--- config.mk ---
export PLATFORM = sky130hd
export DESIGN_NAME = led_scan_decoder
export DESIGN_NICKNAME = d
export VERILOG_FILES = /design/src/rtl/led_scan_decoder_pkg.sv /design/src/rtl/seg7_glyph_decode.sv /design/src/rtl/led_scan_decoder.sv
export SDC_FILE = /design/constraint.sdc
export NUM_CORES = 1
export LEC_CHECK = 0
export ABC_AREA = 1
export BUFFER_PORTS_ARGS = -buffer_cell sky130_fd_sc_hd__buf_4
export CAP_MARGIN = 30
export CORE_ASPECT_RATIO = 1.75
export CORE_MARGIN = 3
export CORE_UTILIZATION = 45
export CTS_BUF_LIST = sky130_fd_sc_hd__clkbuf_4 sky130_fd_sc_hd__clkbuf_8
export DETAILED_ROUTE_END_ITERATION = 8
export PLACE_DENSITY_LB_ADDON = 0.15
export SLEW_MARGIN = 20
export SYNTH_ARGS = -nofsm -noshare
export SYNTH_HDL_FRONTEND = slang
export SYNTH_SLANG_ARGS = --single-unit
--- constraint.sdc ---
create_clock -name clk_fs -period 1.7 [get_ports clk_fs]
set_clock_uncertainty 0.15 [all_clocks]
set_input_delay 0.34 -clock clk_fs [delete_from_list [all_inputs] [get_ports clk_fs]]
set_output_delay 0.34 -clock clk_fs [all_outputs]
set_load 0.01 [all_outputs]
--- src/rtl/led_scan_decoder_pkg.sv ---
// Shared tables and types for the multiplexed LED scan decoder.
// Select codes, 7-segment glyphs, mode triples and FSM states.
package led_scan_decoder_pkg;

   typedef enum logic {
      HUNT,
      COLLECT
   } state_t;

   localparam int NDIG   = 8;
   localparam int NGLYPH = 14;
   localparam int NMODE  = 8;

   // active-low one-hot digit selects, index 0..7
   localparam logic [7:0] SEL_CODE [NDIG] = '{
      8'hFE, 8'hFD, 8'hFB, 8'hF7,
      8'hEF, 8'hDF, 8'hBF, 8'h7F
   };

   // active-low segments g..a and the nibble each glyph shows
   localparam logic [6:0] GLYPH_SEG [NGLYPH] = '{
      7'h40, 7'h79, 7'h24, 7'h30, 7'h19,
      7'h12, 7'h02, 7'h78, 7'h00, 7'h10,
      7'h08, 7'h46, 7'h06, 7'h0E
   };

   localparam logic [3:0] GLYPH_VAL [NGLYPH] = '{
      4'h0, 4'h1, 4'h2, 4'h3, 4'h4,
      4'h5, 4'h6, 4'h7, 4'h8, 4'h9,
      4'hA, 4'hC, 4'hE, 4'hF
   };

   // {digit7, digit6, digit5}; table position is the mode code
   localparam logic [11:0] MODE_TRIPLE [NMODE] = '{
      12'h180, 12'h261, 12'h330, 12'h396,
      12'h524, 12'h618, 12'h743, 12'h850
   };

endpackage

--- src/rtl/seg7_glyph_decode.sv ---
// Combinational 7-segment glyph decode.
// Unknown glyphs flag an error and decode to nibble 0.
module seg7_glyph_decode
   import led_scan_decoder_pkg::*;
(
   input  logic [7:0] seg,
   output logic [3:0] nibble,
   output logic       dp,
   output logic       err
);

   // match segments[6:0] against the glyph table
   always_comb begin
      nibble = 4'h0;
      err    = 1'b1;
      for (int i = 0; i < NGLYPH; i++) begin
         if (seg[6:0] == GLYPH_SEG[i]) begin
            nibble = GLYPH_VAL[i];
            err    = 1'b0;
         end
      end
   end

   assign dp = ~seg[7];

endmodule

--- src/rtl/led_scan_decoder.sv ---
// Reassembles a hex value and mode code from a scanned LED bus.
// Frames run digit 0..7 and commit on the wrap back to digit 0.
module led_scan_decoder
   import led_scan_decoder_pkg::*;
(
   input  logic        clk_fs,
   input  logic        rst_n,
   input  logic        scan_en,
   input  logic [15:0] scan_in,
   output logic [19:0] value_out,
   output logic        value_valid,
   output logic [7:0]  dp_out,
   output logic [2:0]  sw_code,
   output logic        sw_err,
   output logic        frame_err,
   output logic        locked
);

   state_t      state;
   logic [2:0]  prev;
   logic [3:0]  dig [NDIG];
   logic [7:0]  dps;
   logic        flag;

   logic [2:0]  idx;
   logic        sel_ok;
   logic [3:0]  g_nib;
   logic        g_dp;
   logic        g_err;
   logic [2:0]  mode_code;
   logic        mode_ok;
   logic [11:0] triple;
   logic        rep;
   logic        nxt;
   logic        wrap;

   seg7_glyph_decode u_glyph (
      .seg    (scan_in[7:0]),
      .nibble (g_nib),
      .dp     (g_dp),
      .err    (g_err)
   );

   // digit select to index
   always_comb begin
      idx    = 3'd0;
      sel_ok = 1'b0;
      for (int i = 0; i < NDIG; i++) begin
         if (scan_in[15:8] == SEL_CODE[i]) begin
            idx    = 3'(i);
            sel_ok = 1'b1;
         end
      end
   end

   // mode lookup on the stored digits 5..7
   always_comb begin
      triple    = {dig[7], dig[6], dig[5]};
      mode_code = 3'd0;
      mode_ok   = 1'b0;
      for (int i = 0; i < NMODE; i++) begin
         if (dps[7] && !dps[6] && !dps[5] &&
             triple == MODE_TRIPLE[i]) begin
            mode_code = 3'(i);
            mode_ok   = 1'b1;
         end
      end
   end

   assign rep  = sel_ok && (idx == prev);
   assign nxt  = sel_ok && (prev != 3'd7) &&
                 (idx == prev + 3'd1);
   assign wrap = sel_ok && (idx == 3'd0) &&
                 (prev == 3'd7);

   assign locked = (state == COLLECT);

   // frame tracking FSM with registered commit outputs
   always_ff @(posedge clk_fs or negedge rst_n) begin
      if (!rst_n) begin
         state       <= HUNT;
         prev        <= 3'd0;
         dps         <= 8'h00;
         flag        <= 1'b0;
         value_out   <= 20'h0;
         value_valid <= 1'b0;
         dp_out      <= 8'h00;
         sw_code     <= 3'd0;
         sw_err      <= 1'b0;
         frame_err   <= 1'b0;
         for (int i = 0; i < NDIG; i++)
            dig[i] <= 4'h0;
      end else begin
         value_valid <= 1'b0;
         frame_err   <= 1'b0;
         if (scan_en) begin
            unique case (state)
               HUNT: begin
                  if (sel_ok && idx == 3'd0) begin
                     dig[0] <= g_nib;
                     dps[0] <= g_dp;
                     flag   <= g_err;
                     prev   <= 3'd0;
                     state  <= COLLECT;
                  end
               end
               COLLECT: begin
                  unique case (1'b1)
                     rep, nxt: begin
                        dig[idx] <= g_nib;
                        dps[idx] <= g_dp;
                        flag     <= flag | g_err;
                        prev     <= idx;
                     end
                     wrap: begin
                        if (flag) begin
                           frame_err <= 1'b1;
                        end else begin
                           value_valid <= 1'b1;
                           value_out   <= {dig[4], dig[3],
                                           dig[2], dig[1],
                                           dig[0]};
                           dp_out      <= dps;
                           if (mode_ok) begin
                              sw_code <= mode_code;
                              sw_err  <= 1'b0;
                           end else begin
                              sw_err  <= 1'b1;
                           end
                        end
                        dig[0] <= g_nib;
                        dps[0] <= g_dp;
                        flag   <= g_err;
                        prev   <= 3'd0;
                     end
                     default: begin
                        frame_err <= 1'b1;
                        state     <= HUNT;
                     end
                  endcase
               end
               default: state <= HUNT;
            endcase
         end
      end
   end

endmodule

# After elaboration in Yosys (flattened, before gate mapping)
# Cells that the tools add are included.
word_totals:
  n_memories: 0
  romBits: 0
  mem_bits_rw: 0
  register_bits: 79
  out_inout_bits: 35
  latch_bits: 0
classes:
  eq_ne: 35
  multipliers: 0
  bitwise_logic: 5
  add_sub_neg: 1
  reduce_logical: 27
  order_cmp: 4
  n_shift: 0
  muxes: 87
  div: 0
ops:
  columns: ["op", "count"]
  rows:
  - ["8-bit == test, second input constant", 7]
  - ["1-bit two-way mux", 46]
  - ["3-bit two-way mux", 14]
  - ["12-bit by 10-bit == test with 1-bit output, second input constant", 3]
  - ["12-bit by 11-bit == test with 1-bit output, second input constant", 3]
  - ["32-bit bitwise mux", 1]
  - ["4-bit two-way mux", 8]
  - ["7-bit == test, second input constant", 4]
  - ["7-bit by 5-bit == test with 1-bit output, second input constant", 3]
  - ["1-bit logical AND", 17]
  - ["4-bit one-hot mux with 2 select lines", 2]
  - ["7-bit by 4-bit == test with 1-bit output, second input constant", 2]
  - ["7-bit by 6-bit == test with 1-bit output, second input constant", 2]
  - ["4-bit demux with 3-bit select", 1]
  - ["12-bit == test, second input constant", 1]
  - ["12-bit by 9-bit == test with 1-bit output, second input constant", 1]
  - ["1-bit one-hot mux with 2 select lines", 6]
  - ["3-bit one-hot mux with 2 select lines", 2]
  - ["2-bit two-way mux", 5]
  - ["8-bit bitwise mux", 1]
  - ["8-bit by 7-bit == test with 1-bit output, second input constant", 1]
  - ["7-bit by 2-bit == test with 1-bit output, second input constant", 1]
  - ["7-bit by 3-bit == test with 1-bit output, second input constant", 1]
  - ["7-bit zero test", 1]
  - ["other kinds (21)", 26]

# Logic depth before layout (Yosys ltp)
depth:
  depth_word: 18
  ltp_mapped: 14
  depth_no_buf: 14

# Hierarchy
# Synthesis repeated with hierarchy kept, for this count alone.
unflattened:
  hier_cells: 565
  area_unflattened_um2: 4217.8
modules_own_cells:
  columns: ["module", "cells_per_inst", "instances", "seq_area_each_um2", "area_each_um2"]
  rows:
  - ["led_scan_decoder", 497, 1, 1976.9, 3893.7]
  - ["seg7_glyph_decode", 68, 1, 0.0, 324.1]

# Worst setup path before layout
# No wires, ideal clock.
synth_timing:
  path_type: "input to register"
  start: "input port scan_in[11]"
  end: "register dig[11] (netlist bit)"
  arrival_ns: 1.573
  setup_slack_ns: -0.149
  stages: 11
  cell_sequence: "or2_2 > nand3_2 > nand3_2 > nand2_1 > nand2_1 > nor2_2 > nand3_4 > nand2_8 > nand3_4 > nand2_1 > o21ai_1"
synth_between:
  elab_chain_cells: 14
synth_rtl:
  columns: ["element", "line", "source"]
  rows:
  - ["from (decl)", "led_scan_decoder.sv:9", "input logic [15:0] scan_in,"]
  - ["8-bit == test", "led_scan_decoder.sv:49", "if (scan_in[15:8] == SEL_CODE[i]) begin"]
  - ["1-bit two-way mux", "led_scan_decoder.sv:49", null]
  - ["2-bit two-way mux", "led_scan_decoder.sv:49", null]
  - ["3-bit two-way mux (5 in a row)", "led_scan_decoder.sv:49", null]
  - ["3-bit inverter with 4-bit output (not written as such)", "led_scan_decoder.sv:110", "dig[idx] <= g_nib;"]
  - ["4-bit greater-or-equal comparator (not written as such) or 4-bit by 1-bit < comparator with 1-bit output (tied branches)", "led_scan_decoder.sv:110", null]
  - ["1-bit logical AND (not written as such)", "led_scan_decoder.sv:110", null]
  - ["4-bit two-way mux (not written as such)", "led_scan_decoder.sv:110", null]
  - ["4-bit demux with 3-bit select", "led_scan_decoder.sv:110", null]
  - ["32-bit bitwise mux", "led_scan_decoder.sv:110", null]
  - ["to (signal, indexed assignment)", "led_scan_decoder.sv:110", null]
  - ["to (decl)", "led_scan_decoder.sv:21", "logic [3:0] dig [NDIG];"]
# Several ways; a longest one is shown, not always the timed one.
# A chain may end at the register's enable or synchronous reset.

# Worst setup path after layout
layout_timing:
  start: "register prev[0]"
  end: "register dig[22] (netlist bit)"
layout_between:
  elab_chain_cells: 5
layout_rtl:
  columns: ["element", "line", "source"]
  rows:
  - ["from (decl)", "led_scan_decoder.sv:20", "logic [2:0] prev;"]
  - ["from (signal assigned)", "led_scan_decoder.sv:113", "prev <= idx;"]
  - ["3-bit by 1-bit adder with 3-bit output or 3-bit inequality test (tied branches)", "led_scan_decoder.sv:72, led_scan_decoder.sv:71", null]
  - ["3-bit == test or 1-bit logical AND (tied branches)", "led_scan_decoder.sv:72, led_scan_decoder.sv:71", null]
  - ["1-bit logical AND", "led_scan_decoder.sv:71", "assign nxt = sel_ok && (prev != 3'd7) &&"]
  - ["2-bit OR reduction *", "led_scan_decoder.sv:108", "unique case (1'b1)"]
  - ["3-bit AND reduction (no line) *", null, null]
# Every way passes the cells marked *; elsewhere a longest branch is shown, timed or not.

==> flow_summary.toml <==
[grt]
grt_pass1_wl_um = 18600
grt_usage = 0.229
grt_antenna_before_repair = 0
gr-total-overflow = 0
grt_max_degree = 29
grt_pass1_vias = 4102

[logic_synthesis]
synth_top_family_by_area = "simple AND/OR/NAND/NOR gates"
synth_ff_type = "dfrtp_1"
synth_top_area_frac = 0.486
postSynth.asyncResetShare = 1.00
yosysWarnings = 0
muxShareOfSynthArea = 0
synth_most_common_cell = "nand2_1"
synth_fp_nets = 528
ys_types = 31
synthAdderAreaFrac = 0.00616
yosys.area_share.simple = 0.366
synth_compound_area_frac = 0.0717
synth.area.top_cells = "dfrtp_1 49%, nand2_1 17%, inv_1 5.4%, o21ai_1 5.0%, nand3_4 3.9%"
yosysSeqAreaShare = 0.486
synth.avg_cell_area_um2 = 8.02
ys_ff_latch = 79
synth_cells = 507
synth_edf_count = 0
synth_area_leader_cell = "dfrtp_1"
synth_commonest_cells = "189 x nand2_1, 79 x dfrtp_1, 59 x inv_1"
synthXorXnorAreaFrac = 0
synthesis.area_mm2 = 0.00407

[job]
cap_violations = 0

[timing]
drv_slew = 0
worstMarginPinSlew_ns = 0.491
fin_crit_sh = 1.18
setup_slack_ns = -0.299
min_period_ns = 2.00
relSlewSlack = 0.672
rsz0062_at_grt = "true"
hold_viol_final = 0
setup_viol_count_final = 50
fmax_mhz = 500

[route]
post_drt_via_cell_ratio = 5.18
dr_total_vias = 4044
antenna_left = 0
post_drt_wl_per_cell_um = 15.0
wl_um = 11700
drt_iter0_drc = 259
drcViolationCount = 0
drtPass1Iterations = 4

[placed_design]
dpl_worst_slack_ns = -0.438
dp.cells = 742
portBuffers = 53
gp_congestion = 0.889
hpwlAfterDp_um = 7680

[floorplan]
die_w_um = 77.8
die_area_mm2 = 0.0103
start_util = 0.466
rows = 45
boundaryPins = 54
die_height_um = 132
coreArea_mm2 = 0.00873

[final_layout]
final-instance-count-excl-fill = 781
nFillCells = 660
layout.area.seq_mm2 = 0.00198
drive_above_1_share = 0.485
antenna_cells = 0
final_util = 0.711
finalNetCount = 680
multi_input_area_mm2 = 0.00238
syn2layout_area_growth_pct = 52.6

[power]
p_leak_nw = 3.22
p_int_mw = 2.78
seqPwrFrac = 0.513
p_per_area_mw_per_mm2 = 613
ir_drop_mv = 0.434
p_switching_mw = 1.02
swShare = 0.269
power_frac_comb = 0.108
power_mw = 3.80
p_clk_frac = 0.379

[clocking]
cts_buffer_depth = 2
path_clk_slew_ns = 0.08
clock_sinks = 79
root_buffer = "clkbuf_8"
htree_levels = 3
cts_tree = "yes"
cts-buffers-inserted = 9
clk_latency_ns = 0.36

[setup_path]
critPathMaxFanout = 8
required_ns = 1.78
cp.arrival_ns = 2.08
reg2reg_from = "prev[0]"
rr_endpoint = "dig[22]"
start_kind = "flip-flop"
path_class = "reg2reg"
r2r_slack_ns = -0.30
end_kind = "flip-flop"
rr_worst_depth = 11
crit_start = "prev[0]"

[hold_path]
min_from = "scan_in[7]"
hold_depth = 2
min_path_type = "in2reg"
holdPathEnd = "dps[4]"

[outcome]
outcome = "finished with violations"
violations = "negative setup slack"
==> layout by cell type (no fill, tap or decap), drive strengths merged, types with 2 or more instances in the layout <==
cell type / count
clkbuf: 10
nand2: 197
nor4: 6
inv: 68
nand3: 33
or2: 3
nand4: 21
nor3: 14
a21oi: 2
a31oi: 2
clkinv: 4
dfrtp: 79
buf: 140
ha: 2
o21ai: 49
nor2: 30
==> critical path: stages (launching register included) <==
cell	delay (ns)
dfrtp_1	0.40
ha_2	0.21
ha_4	0.27
inv_2	0.03
nand2_2	0.05
nand2_2	0.05
inv_2	0.06
nand3_4	0.12
nand2_8	0.18
nand3_4	0.14
nand2_2	0.13
o21ai_2	0.08
==> through the flow <==
stage	setup TNS, ns	instance area, um2	hold WS, ns
after floorplan	-4.02	4130	-0.106
after global placement	-24.81	5230	0.133
after detailed placement	-27.61	5230	0.139
after CTS	-10.74	5810	0.0666
after global routing	-16.18	6200	0.0876
final	-10.16	6200	0.0843
==> registers in the layout (all words and copies together), names as in the netlist <==
| register | cells |
|---|---|
| prev | 3 |
| locked | 1 |
| sw_code | 3 |
| dp_out | 8 |
| value_out | 20 |
| sw_err | 1 |
| value_valid | 1 |
| dps | 8 |
| frame_err | 1 |
| dig | 32 |
| flag | 1 |
==> layout make-up <==
class | instances | share of cell area
multi-input combinational | 361 | 0.383
sequential | 79 | 0.319
timing repair buffer | 142 | 0.199
inverter | 66 | 0.0416
tap | 117 | 0.0236
clock buffer | 9 | 0.0200
clock inverter | 7 | 0.0131
==> routing by layer <==
layer | GRT usage | share of wire | vias to the layer above
li1 | - | - | 1947
met1 | 0.239 | 0.35 | 1950
met2 | 0.419 | 0.57 | 114
met3 | 0.0410 | 0.044 | 33
met4 | 0.131 | 0.039 | 0
met5 | 0 | 0 | -
==> how the worst max path moves through the flow <==
| stage | slack [ns] | to |
|---|---|---|
| floorplan | -0.11 | dig[11] |
| global placement | -0.36 | dig[21] |
| detailed placement | -0.44 | dig[18] |
| CTS | -0.22 | dig[18] |
| global route | -0.39 | dig[22] |
| finish | -0.30 | dig[22] |
==> cells by family (layout without fill, tap and decap cells) <==
logic type | Yosys count | after routing
AOI/OAI and AO/OA | 55 | 55
adders and majority gates | 2 | 2
buffers and inverters | 73 | 224
DFF | 79 | 79
and+or+nand+nor | 298 | 304
==> what timing repair did <==
action | 4_1_cts | 5_1_grt
setup buffers | 7 | 5
setup endpoints to repair | 62 | 78
cloned | 7 | 4
hold buffers | 1 | 0
pin swaps | 20 | 42
endpoints found under the hold margin | 23 | 0
resized for setup | 63 | 96
==> power by group through the flow <==
stage                     clock (mW)  combinational [mW]  sequential (mW)
after floorplan                    0               0.161             1.97
after global placement             0               0.353             1.98
after detailed placement           0               0.361             1.98
after CTS                       1.47               0.394             1.94
after global routing            1.59               0.453             1.96
final                           1.44               0.411             1.95
Note: power is estimated with default switching activity, not from simulation.
